===== src/rtl/mdio_pkg.sv =====
// Shared definitions for the clause-22 MDIO master: FSM states, frame field
// constants and slot boundaries within the 65-slot frame.
package mdio_pkg;

    typedef enum logic [2:0] {
        IDLE,
        PREAMBLE,
        HEADER,
        TURNAROUND,
        DATA,
        GAP
    } mdio_state_e;

    localparam logic [1:0] ST       = 2'b01;
    localparam logic [1:0] OP_WRITE = 2'b01;
    localparam logic [1:0] OP_READ  = 2'b10;
    localparam logic [1:0] TA_WRITE = 2'b10;

    localparam int PREAMBLE_LEN = 32;
    localparam int FRAME_SLOTS  = 65;

    // Last slot index of each frame section.
    localparam logic [6:0] PREAMBLE_END = 7'(PREAMBLE_LEN - 1);
    localparam logic [6:0] HEADER_END   = 7'd45;
    localparam logic [6:0] TA_END       = 7'd47;
    localparam logic [6:0] DATA_END     = 7'd63;
    localparam logic [6:0] GAP_SLOT     = 7'(FRAME_SLOTS - 1);

endpackage


===== src/rtl/mdio_tick_gen.sv =====
// MDC divider: counts the 2*CLK_DIV cycles of one bit slot and flags the
// cycle before MDC rises, the last cycle of the slot and the one before it.
module mdio_tick_gen #(
    parameter int CLK_DIV = 50
) (
    input  logic clk_i,
    input  logic rst_ni,
    input  logic en_i,
    input  logic clr_i,
    output logic rise_o,
    output logic sample_o,
    output logic pre_last_o
);

    localparam int CW = $clog2(2 * CLK_DIV);
    localparam logic [CW-1:0] RISE_AT = CW'(CLK_DIV - 1);
    localparam logic [CW-1:0] LAST_AT = CW'(2 * CLK_DIV - 1);
    localparam logic [CW-1:0] PRE_AT  = CW'(2 * CLK_DIV - 2);

    logic [CW-1:0] cnt_q;

    always_ff @(posedge clk_i or negedge rst_ni) begin
        if (!rst_ni) begin
            cnt_q <= '0;
        end else if (clr_i || !en_i || cnt_q == LAST_AT) begin
            cnt_q <= '0;
        end else begin
            cnt_q <= cnt_q + CW'(1);
        end
    end

    assign rise_o     = en_i && (cnt_q == RISE_AT);
    assign sample_o   = en_i && (cnt_q == LAST_AT);
    assign pre_last_o = en_i && (cnt_q == PRE_AT);

endmodule


===== src/rtl/mdio_master.sv =====
// Clause-22 MDIO master: serialises one read or write frame per accepted
// request and returns a single-cycle response 130*CLK_DIV cycles later.
module mdio_master
    import mdio_pkg::*;
#(
    parameter int CLK_DIV = 50
) (
    input  logic        clk_i,
    input  logic        rst_ni,
    // Request handshake: a request is taken on any cycle with valid & ready;
    // ready is high only while idle, and valid may be held across responses.
    input  logic        req_valid_i,
    output logic        req_ready_o,
    input  logic        req_write_i,
    input  logic [4:0]  req_phy_addr_i,
    input  logic [4:0]  req_reg_addr_i,
    input  logic [15:0] req_wdata_i,
    output logic        rsp_valid_o,
    output logic [15:0] rsp_rdata_o,
    output logic        rsp_err_o,
    output logic        mdc_o,
    output logic        mdio_o,
    output logic        mdio_oe_o,
    input  logic        mdio_i,
    output mdio_state_e state_o
);

    mdio_state_e state_q, state_d;
    logic [6:0]  slot_q, slot_nxt;
    logic        wr_q;
    logic [4:0]  phy_q, reg_q;
    logic [15:0] wdata_q, rx_q;
    logic        err_q;
    logic        sync1_q, sync2_q;
    logic        rise, sample, pre_last;
    logic        hs, run, done, oe_nxt;
    logic [63:0] frame;

    assign req_ready_o = (state_q == IDLE);
    assign hs          = req_valid_i && req_ready_o;
    assign run         = (state_q != IDLE);
    assign done        = (state_q == GAP) && pre_last;
    assign state_o     = state_q;

    mdio_tick_gen #(.CLK_DIV(CLK_DIV)) u_tick (
        .clk_i      (clk_i),
        .rst_ni     (rst_ni),
        .en_i       (run),
        .clr_i      (done),
        .rise_o     (rise),
        .sample_o   (sample),
        .pre_last_o (pre_last)
    );

    // Read frames carry ones in TA/DATA; the pad is released there anyway.
    assign frame = {{PREAMBLE_LEN{1'b1}}, ST, (wr_q ? OP_WRITE : OP_READ), phy_q, reg_q,
                    (wr_q ? TA_WRITE : 2'b11), (wr_q ? wdata_q : 16'hFFFF)};
    assign slot_nxt = slot_q + 7'd1;
    assign oe_nxt   = wr_q ? (slot_nxt <= DATA_END) : (slot_nxt <= HEADER_END);

    always_comb begin
        state_d = state_q;
        case (state_q)
            IDLE:       if (req_valid_i) state_d = PREAMBLE;
            PREAMBLE:   if (sample && slot_q == PREAMBLE_END) state_d = HEADER;
            HEADER:     if (sample && slot_q == HEADER_END) state_d = TURNAROUND;
            TURNAROUND: if (sample && slot_q == TA_END) state_d = DATA;
            DATA:       if (sample && slot_q == DATA_END) state_d = GAP;
            GAP:        if (pre_last) state_d = IDLE;
            default:    state_d = IDLE;
        endcase
    end

    always_ff @(posedge clk_i or negedge rst_ni) begin
        if (!rst_ni) begin
            state_q <= IDLE;
        end else begin
            state_q <= state_d;
        end
    end

    always_ff @(posedge clk_i or negedge rst_ni) begin
        if (!rst_ni) begin
            slot_q  <= '0;
            wr_q    <= 1'b0;
            phy_q   <= '0;
            reg_q   <= '0;
            wdata_q <= '0;
        end else if (hs) begin
            slot_q  <= '0;
            wr_q    <= req_write_i;
            phy_q   <= req_phy_addr_i;
            reg_q   <= req_reg_addr_i;
            wdata_q <= req_wdata_i;
        end else if (done) begin
            slot_q  <= '0;
        end else if (sample) begin
            slot_q  <= slot_nxt;
        end
    end

    // Pad outputs change only at slot starts; MDC rises half a slot later.
    always_ff @(posedge clk_i or negedge rst_ni) begin
        if (!rst_ni) begin
            mdc_o     <= 1'b0;
            mdio_o    <= 1'b1;
            mdio_oe_o <= 1'b0;
        end else if (hs) begin
            mdc_o     <= 1'b0;
            mdio_o    <= 1'b1;
            mdio_oe_o <= 1'b1;
        end else if (done) begin
            mdc_o     <= 1'b0;
            mdio_o    <= 1'b1;
            mdio_oe_o <= 1'b0;
        end else if (sample) begin
            mdc_o     <= 1'b0;
            mdio_o    <= (slot_nxt == GAP_SLOT) ? 1'b1 : frame[~slot_nxt[5:0]];
            mdio_oe_o <= oe_nxt;
        end else if (rise) begin
            mdc_o     <= 1'b1;
        end
    end

    always_ff @(posedge clk_i or negedge rst_ni) begin
        if (!rst_ni) begin
            sync1_q <= 1'b0;
            sync2_q <= 1'b0;
            rx_q    <= '0;
            err_q   <= 1'b0;
        end else begin
            sync1_q <= mdio_i;
            sync2_q <= sync1_q;
            if (sample && slot_q == TA_END) begin
                err_q <= sync2_q;
            end
            if (sample && state_q == DATA) begin
                rx_q <= {rx_q[14:0], sync2_q};
            end
        end
    end

    always_ff @(posedge clk_i or negedge rst_ni) begin
        if (!rst_ni) begin
            rsp_valid_o <= 1'b0;
            rsp_rdata_o <= '0;
            rsp_err_o   <= 1'b0;
        end else begin
            rsp_valid_o <= done;
            if (done) begin
                rsp_rdata_o <= wr_q ? 16'h0000 : rx_q;
                rsp_err_o   <= wr_q ? 1'b0 : err_q;
            end
        end
    end

endmodule


===== config.mk =====
export PLATFORM = sky130hd
export DESIGN_NAME = mdio_master
export DESIGN_NICKNAME = d
export VERILOG_FILES = /design/src/rtl/mdio_pkg.sv /design/src/rtl/mdio_tick_gen.sv /design/src/rtl/mdio_master.sv
export SDC_FILE = /design/constraint.sdc
export NUM_CORES = 1
export LEC_CHECK = 0
export CELL_PAD_IN_SITES_DETAIL_PLACEMENT = 1
export CELL_PAD_IN_SITES_GLOBAL_PLACEMENT = 1
export CORE_MARGIN = 5
export CORE_UTILIZATION = 43
export DETAILED_ROUTE_END_ITERATION = 8
export HOLD_SLACK_MARGIN = 0.1
export PLACE_DENSITY = 0.81
export SLEW_MARGIN = 20
export SYNTH_ARGS = -nofsm -noshare
export SYNTH_HDL_FRONTEND = slang
export SYNTH_SLANG_ARGS = --single-unit

===== constraint.sdc =====
create_clock -name clk_i -period 2.37 [get_ports clk_i]
set_input_delay 0.237 -clock clk_i [delete_from_list [all_inputs] [get_ports clk_i]]
set_output_delay 0.237 -clock clk_i [all_outputs]
set_load 0.03 [all_outputs]

### After elaboration in Yosys (flattened, before gate mapping)

Index checks and enable logic that the tools add are counted.

* register bits after elaboration: 84
* word-level logic and storage cells: 90
* output and inout bits: 25
* input port bits: 31

* reductions and logical operators: 18
* magnitude comparators: 3
* $add $sub $neg: 2
* bitwise logic cells: 1
* eq/ne operators: 19
* multiplexer cells: 30

Operator list (count)
* 16-bit 2-to-1 mux: 2
* 7-bit by 6-bit == test with 1-bit output, second input constant: 4
* 7-bit 2-to-1 mux: 4
* 7-bit == test, second input constant: 3
* 3-bit 2-to-1 mux: 6
* 3-bit one-hot mux with 6 select lines: 1
* 1-bit 2-to-1 mux: 15
* 7-bit by 1-bit adder with 7-bit output, second input constant: 2
* 7-bit by 6-bit <= comparator with 1-bit output, second input constant: 2
* 2-bit inequality test, second input constant: 6
* 1-bit logical AND: 10
* 7-bit by 5-bit == test with 1-bit output, second input constant: 1
* 6-bit by 7-bit < comparator with 1-bit output, second input constant: 1
* 1-bit binary-select mux with 6-bit select: 1
* 3-bit by 2-bit == test with 1-bit output, second input constant: 2
* 3-bit == test, second input constant: 2
* 6-bit NOT: 1
* 6-bit AND reduction: 1
* 3-bit nonzero test: 2
* 4-bit nonzero test: 1
* 3-bit by 1-bit == test with 1-bit output, second input constant: 1
* 3-bit zero test: 1
* 1-bit logical OR: 2
* 2-bit 2-to-1 mux: 1
* 1-bit zero test: 1

### Logic depth before layout (Yosys ltp)

Gate-level depths: netlist (run 1).

* word-level depth: 8
* mapped depth: 10
* depth with buffers taken out: 8

### Modules after synthesis

Synthesis (run 1) repeated with hierarchy kept, for this count alone.

* cell total of the unflattened synthesis: 360
* area, all modules: 4021.4 um^2

By module, submodules not included
* mdio_master: area each 3632.2 um^2, instances 1, cells each 319, sequential area each 1928.1 um^2
* mdio_tick_gen: area each 389.1 um^2, instances 1, cells each 41, sequential area each 175.2 um^2

### Worst setup path before layout (run 1)

Ideal clock, no wire load.

* path type: register to register
* start point: register slot_q[0]
* end point: register mdio_oe_o
* period minus slack after synthesis: 2108 ps
* stages on the path, launching flop included: 9
* library setup time: 135 ps
* arrival time: 1972 ps
* path slack: 262 ps
* buffers on the path: 2
* required time: 2235 ps
* path through: dfrtp_1 -> buf_2 -> inv_1 -> ha_1 -> buf_2 -> inv_1 -> o41a_1 -> o32ai_1 -> a31oi_1

* cells in the longest elaborated chain, start to end: 6
* elaborated cells between the ends (all ways): 7
* classes of those cells: add/sub: 1; order compare: 2; mux: 4

Ends and longest elaborated chain
* start: declaration: RTL line mdio_master.sv:29 `logic [6:0] slot_q, slot_nxt;`
* start signal: assignment: RTL line mdio_master.sv:98 `slot_q <= slot_nxt;`
* 7-bit by 1-bit adder with 7-bit output (*): RTL line mdio_master.sv:58 `assign slot_nxt = slot_q + 7'd1;`
* 7-bit by 6-bit <= comparator with 1-bit output: RTL line mdio_master.sv:59 `assign oe_nxt = wr_q ? (slot_nxt <= DATA_END) : (slot_nxt <= HEADER_END);`
* 1-bit 2-to-1 mux (*): RTL line mdio_master.sv:59
* 1-bit 2-to-1 mux (*): RTL line mdio_master.sv:116 `end else if (sample) begin`
* 1-bit 2-to-1 mux (*): RTL line mdio_master.sv:112 `end else if (done) begin`
* 1-bit 2-to-1 mux (*): RTL line mdio_master.sv:108 `end else if (hs) begin`
* end signal: assignment: RTL line mdio_master.sv:119 `mdio_oe_o <= oe_nxt;`
* end: declaration: RTL line mdio_master.sv:23 `output logic mdio_oe_o,`

Every way passes the cells marked *; elsewhere a longest branch is shown, timed or not. The select of a mux whose other input is x is not followed.
A chain may end at the register's enable or synchronous reset.

### Final worst setup path (run 1)

* start point: register u_tick.cnt_q[3]
* end point: register state_q[0], in the netlist state_o[0]

* cells in the longest elaborated chain, start to end: 5
* elaborated cells between the ends (all ways): 14
* classes of those cells: eq/ne: 7; reduce/logical: 7

Ends and longest elaborated chain
* start: declaration: RTL line mdio_tick_gen.sv:20 `logic [CW-1:0] cnt_q;`
* start signal: assignment: RTL line mdio_tick_gen.sv:28 `cnt_q <= cnt_q + CW'(1);`
* 7-bit == test: RTL line mdio_tick_gen.sv:33 `assign sample_o = en_i && (cnt_q == LAST_AT);`
* 1-bit logical AND: RTL line mdio_tick_gen.sv:33
* 1-bit logical AND (on tied branches)
* 2-bit inequality test (no source line)
* 6-bit AND reduction (no source line) (*)
* end signal: assignment: RTL line mdio_master.sv:78 `state_q <= state_d;`
* end: declaration: RTL line mdio_master.sv:28 `mdio_state_e state_q, state_d;`

Every way passes the cells marked *; elsewhere a longest branch is shown, timed or not.

==> out/qor.yml, run 1 <==
num_antenna_cells: 0
h-tree-depth: 3
rows: 35
dpl_cell_area_um2: 4667
relSlewSlack_pct: 61.20
synth_top_family_by_area: "multiplexers"
outcome: "finished, final reports clean"
finalNetCount: 447
ios: 56
finalSetupViolCount: 0
path_class: "register to register"
rsz0062_at_grt: "no"
grt_usage_pct: 16.73
synthAdderAreaFrac_pct: 2.514
syn_area_per_cell_um2: 11.38
worst_clock_skew_ns: 0.01146
synth-xor-area-share_pct: 3.740
post-route-cell-area_um2: 4903
post_cts_buffers: 0
power_uw: 2703
synth_enable_flop_cells: 0
synth_seq_area_share_pct: 52.83
clock-root-buffer: "clkbuf_8"
drt-total-wl_um: 8923
max_stage_delay_ns: 0.56
ys.flop_type: "dfrtp_1"
powerDensity_nw_per_um2: 551.2
synth-compound-area-share_pct: 5.374
first_global_vias: 3045
drive_gt1_share_pct: 20.58
p_leak_uw: 0.002398
dieArea_um2: 11280
path_cells: "nor3b_4, nand3_1, nor2_4, nand3_1, or4b_1, nand3_1"
grt_antenna_before_repair: 0
end_kind: "register"
first_pass_iters: 4
synth-async-reset-ratio_pct: 100.0
grt_max_degree: 44
period_share_pct: 91.62
synth_area_um2: 3981
timing.critical_path.mode_cell: "nand3_1"
tightest_slew_ns: 0.5819
final_max_slew_viol_count: 0
irDropWorstVdd_uv: 406.0
critical_path_arrival_ns: 2.46
dp_cells: 507
wire_per_inst_um: 17.03
max_freq_mhz: 460.5
core_area_um2: 9153
critPathBufInv: 0
crit_required_ns: 2.66
synth_nets: 389
area_delta_synth_final_pct: 23.16
path_delay_family: "simple AND/OR/NAND/NOR gates"
min_period_ns: 2.171
clk_pin_slew_ns: 0.09
start_util_pct: 43.50
detail-route-antenna-nets: 0
drc: 0
viasPerCell: 5.300
dieHeight_um: 106.2
synth_mux_area_share_pct: 16.62
synthSimpleGateAreaFrac_pct: 15.52
portBuffers: 55
dieWidth_um: 106.2
synth_area_leader_cell: "dfrtp_1"
overflow: 0
grt_first_pass_wirelength_um: 15150
drt_iter0_drc: 53
cts_tree: "done"
crit_path_top_delay_cell: "or4b_1"
clock_path_buffers: 2
synth-seq-cells: 84
path_max_fanout: 15
netlist_instances: 350
cap_violations: 0
cts_buffers: 9
final_cell_count_no_fill: 524
clk_latency_ns: 0.36
yosys_warnings: 0
vias: 2777
crit_path_start_kind: "register"
hp-class: "register to register"
fin_tns_setup_ns: 0
gp_congestion: 0.7621
hpwl_um: 6510
timing.final.hold_violations: 0
ys_types: 54
cts_sinks: 84
yosysTopAreaCellShare_pct: 52.17
synth_area_leaders: "dfrtp_1, mux2_2, nand2_1"
-- stage by stage --
stage               setup WS (ns)  hold WS (ns)  util [%]
global placement           0.3543        0.2601     50.99
global route              0.06116        0.3585     53.57
detailed placement         0.2413        0.2675     50.99
floorplan                  0.2623      -0.05859         -
CTS                        0.1945        0.3523     53.57
finish                     0.1985        0.3600     53.57
-- power breakdown --
part           internal (µW)  switching [µW]  leakage (µW)  total [µW]
Combinational           47.5            36.5       0.00115        84.0
Clock                    613             572      0.000116        1180
Sequential              1430           0.602       0.00114        1430
-- cells in the final DEF (no fill, tap or decap), drive strengths merged, types with 3 or more instances in the layout --
cell           instances
a21oi                  7
a31oi                  4
and3                   4
buf                   11
clkbuf                 9
clkdlybuf4s50         53
dfrtp                 83
ha                     8
inv                   13
mux2                  43
mux2i                 11
mux4                   3
nand2                 45
nand3                 34
nand4                  3
nor2                  25
o21ai                  6
xnor2                  8
xor2                   9
-- flip-flops by register name (all words and copies together), names as in the netlist --
signal	cells
mdio_oe_o	1
wr_q	1
rsp_rdata_o	16
state_o	3
reg_q	5
mdio_o	1
sync1_q	1
rx_q	16
mdc_o	1
rsp_valid_o	1
wdata_q	16
sync2_q	1
err_q	1
rsp_err_o	1
slot_q	7
phy_q	5
u_tick.cnt_q	7
-- repair_timing --
| action | in CTS | in global routing |
|---|---|---|
| hold endpoints to repair | 42 | 0 |
| setup endpoints to repair | 1 | 0 |
| hold buffers | 1 | 0 |
| gates resized for setup | 1 | 0 |
-- cell usage after synthesis, types with 2 or more instances --
cell type,number
or3_1,2
inv_1,6
nand3_1,33
o21a_1,2
a21oi_1,6
xnor2_1,8
nor2_1,23
inv_2,2
mux2_2,43
clkbuf_1,4
a31oi_1,3
dfrtp_1,83
nand2b_1,2
ha_1,8
and3_1,3
mux4_2,3
nand4_1,3
xor2_1,9
nor3_1,2
mux2i_1,11
nand2_1,45
o21ai_0,5
buf_2,9
buf_4,5
-- worst register-to-register path: stages, from the launching register on --
cell	delay, ns
dfrtp_1	0.45
nor3b_4	0.28
nand3_1	0.19
nor2_4	0.34
nand3_1	0.19
or4b_1	0.56
nand3_1	0.10
-- layer usage --
metal	up-vias	GRT usage, %	share of wire (%)
met3	12	4.554	4.2
li1	1327	-	-
met2	54	28.82	51
met4	0	4.255	1.4
met5	-	0	0
met1	1384	20.77	43
-- area by class of cell --
| class | instances | area (µm²) |
|---|---|---|
| clock inverter | 7 | 103.9 |
| inverter | 9 | 33.78 |
| sequential | 84 | 2103 |
| multi-input combinational | 238 | 1743 |
| timing repair buffer | 66 | 656.9 |
| clock buffer | 9 | 123.9 |
| tap | 111 | 138.9 |
| fill | 980 | 4249 |
-- final timing paths --
kind,startpoint,to,slack (ns),depth (start not counted)
min in group asynchronous,rst_ni,wdata_q[0],0.42,2
min reg2reg,sync1_q,sync2_q,0.36,0
max reg2reg,u_tick.cnt_q[3],state_o[0],0.20,6
min,sync1_q,sync2_q,0.36,0
max in group asynchronous,rst_ni,mdio_o,1.28,3
max,u_tick.cnt_q[3],state_o[0],0.20,6
-- logic make-up after synthesis --
logic type	count (synthesis)
muxes	57
DFF	84
adders and majority gates	8
and+or+nand+nor	126
xor gates and xnor gates	17
AOI/OAI and AO/OA	30
buffers and inverters	28
No activity file was read; power rests on OpenSTA's default activity.
==> run 2, diff against run 1 <==
--- a/config.mk
+++ b/config.mk
@@ -8,10 +8,11 @@
 export CELL_PAD_IN_SITES_DETAIL_PLACEMENT = 1
 export CELL_PAD_IN_SITES_GLOBAL_PLACEMENT = 1
 export CORE_MARGIN = 5
-export CORE_UTILIZATION = 43
+export CORE_UTILIZATION = 45
 export DETAILED_ROUTE_END_ITERATION = 8
+export DONT_BUFFER_PORTS = 1
 export HOLD_SLACK_MARGIN = 0.1
-export PLACE_DENSITY = 0.81
+export PLACE_DENSITY = 0.74
 export SLEW_MARGIN = 20
 export SYNTH_ARGS = -nofsm -noshare
 export SYNTH_HDL_FRONTEND = slang
==> run 2 against run 1 <==
Cell count shrank 5.0%. Clock power decreased by 14%. Critical path depth did not move. Total power shrank 6.7%. Fmax decreased by 0.67%. Non-clock buffer count fell by 23. Register-to-register slack is essentially flat. Die area shrank 4.0%. Clock skew increased by 0.0061 ns. Sequential share of layout area rose by 2.4 points. Cell area shrank 5.3%. Sequential cell count stayed put. Critical path type unchanged. Critical endpoint is now mdio_oe_o. Largest cell class unchanged.
==> out/qor.yml, run 2 (same netlist as run 1, synthesis figures left out) <==
start_util_pct: 45.88  # was 43.50%
post-route-cell-area_um2: 4644  # was 4903 µm²
path_max_fanout: 7  # was 15
portBuffers: 0  # was 55
irDropWorstVdd_uv: 253.6  # was 406.0 µV
dieArea_um2: 10830  # was 11280 µm²
grt_antenna_before_repair: 0  # unchanged
clk_latency_ns: 0.36  # about the same
hp-class: "input pin to register"  # was register to register
grt_max_degree: 85  # was 44
timing.critical_path.mode_cell: "inv_1"  # was nand3_1
critical_path_arrival_ns: 2.41  # was 2.46 ns
gr-usage-met2_pct: 28.51  # was 28.82%
viasPerCell: 5.434  # was 5.300
first_pass_iters: 5  # was 4
critPathBufInv: 2  # was 0
detail-route-antenna-nets: 0  # unchanged
crit_cells: 6  # unchanged
final_max_slew_viol_count: 0  # unchanged
rows: 34  # was 35
wire_per_inst_um: 17.52  # was 17.03 µm
finalSetupViolCount: 0  # unchanged
timing.final.hold_violations: 0  # unchanged
grt_usage_pct: 16.41  # was 16.73%
power_uw: 2522  # was 2703 µW
end_kind: "register"  # unchanged
core_area_um2: 8678  # was 9153 µm²
dpl_cell_area_um2: 4125  # was 4667 µm²
grt_first_pass_wirelength_um: 14680  # was 15150 µm
clock_path_buffers: 2  # unchanged
cts_tree: "done"  # unchanged
clk_pin_slew_ns: 0.11  # was 0.09 ns
overflow: 0  # unchanged
cap_violations: 0  # unchanged
layout_common_cells: "dfrtp_1, nand2_1, mux2_2"  # was dfrtp_1, clkdlybuf4s50_1, nand2_1
crit_path_top_delay_cell: "ha_1"  # was or4b_1
path_class: "register to register"  # unchanged
h-tree-depth: 3  # unchanged
drc: 0  # unchanged
relSlewSlack_pct: 70.91  # was 61.20%
finalNetCount: 424  # was 447
layout_commonest_cell: "dfrtp_1"  # unchanged
num_antenna_cells: 0  # unchanged
clock-root-buffer: "clkbuf_8"  # unchanged
outcome: "finished, final reports clean"  # unchanged
max_freq_mhz: 457.4  # was 460.5 MHz
hpwl_um: 5747  # was 6510 µm
crit_path_start_kind: "register"  # unchanged
holdPathStages: 3  # was 0
p_leak_uw: 0.002315  # was 0.002398 µW
largestRegisters: "rsp_rdata_o: 16 flops, rx_q: 16 flops, wdata_q: 16 flops"  # unchanged
utilization_pct: 53.52  # was 53.57%
min_period_ns: 2.186  # was 2.171 ns
area_delta_synth_final_pct: 16.66  # was 23.16%
vias: 2706  # was 2777
drt-total-wl_um: 8725  # was 8923 µm
fin_tns_setup_ns: 0  # unchanged
gp_congestion: 0.8021  # was 0.7621
met3_usage_pct: 3.724  # was 4.554%
cts_sinks: 84  # unchanged
drt_iter0_drc: 112  # was 53
first_global_vias: 2864  # was 3045
drive_gt1_share_pct: 22.82  # was 20.58%
met1_usage_pct: 19.71  # was 20.77%
path_delay_family: "compound AO/OA/AOI/OAI gates"  # was simple AND/OR/NAND/NOR gates
post_cts_buffers: 0  # unchanged
reg2reg_depth: 6  # unchanged
worst_clock_skew_ns: 0.01760  # was 0.01146 ns
powerDensity_nw_per_um2: 543.0  # was 551.2 nW/µm²
ios: 56  # unchanged
period_share_pct: 92.24  # was 91.62%
max_stage_delay_ns: 0.49  # was 0.56 ns
dieHeight_um: 104.1  # was 106.2 µm
grt.busiest_layer: "met2"  # unchanged
crit_required_ns: 2.59  # was 2.66 ns
rsz0062_at_grt: "no"  # unchanged
path_cells: "inv_1, ha_1, inv_1, o41a_1, o32ai_1, a31oi_1"  # was nor3b_4, nand3_1, nor2_4, nand3_1, or4b_1, nand3_1
dieWidth_um: 104.1  # was 106.2 µm
tightest_slew_ns: 0.4359  # was 0.5819 ns
cts_buffers: 9  # unchanged
[run 2: power breakdown]
group,switching [µW],internal [µW]
combinational,34.6,37.0
sequential,0.756,1430
clock,597,419
[run 2: worst min-delay path: cells and delay by family]
family,cells,cell delay [ns]
and+or+nand+nor,1,0.15
buffers and inverters,1,0.20
AOI/OAI and AO/OA,1,0.09
[run 2: final cells by class]
cell class / instances / area [µm²]
Clock buffer: 9 / 123.9
Clock inverter: 7 / 76.32
Fill cell: 952 / 4034
Inverter: 9 / 33.78
Multi-Input combinational cell: 238 / 1743
Sequential cell: 84 / 2105
Tap cell: 108 / 135.1
Timing Repair Buffer: 43 / 427.9
[run 2: through the flow]
stage	setup slack (ns)	instances	hold slack (ns)
2_1_floorplan	0.2623	350	-0.05859
3_3_place_gp	0.2948	452	-0.05558
3_5_place_dp	0.1877	452	-0.05530
4_1_cts	0.1623	498	0.3538
5_1_grt	0.003004	498	0.3645
6_report	0.1838	498	0.3717
[run 2: repair_timing]
action                     CTS  global route
hold endpoints to repair   112             0
setup endpoints to repair    0             2
gates resized for setup      0             1
hold buffers                30             0
[run 2: path summary, 6_finish.rpt]
path / startpoint / endpoint / slack [ns]
max in group asynchronous: rst_ni / mdio_o / 1.54
min in group asynchronous: rst_ni / rx_q[12] / 0.48
setup reg to reg: slot_q[0] / mdio_oe_o / 0.18
hold / removal: req_valid_i / reg_q[0] / 0.37
setup / recovery: slot_q[0] / mdio_oe_o / 0.18
hold reg to reg: sync1_q / sync2_q / 0.37
[run 2: per-layer routing]
layer	wire [µm]	share of wire [%]	vias to the layer above
li1	-	-	1281
met1	3662	42	1362
met2	4591	53	51
met3	339	3.9	12
met4	131	1.5	0
met5	0	0	-
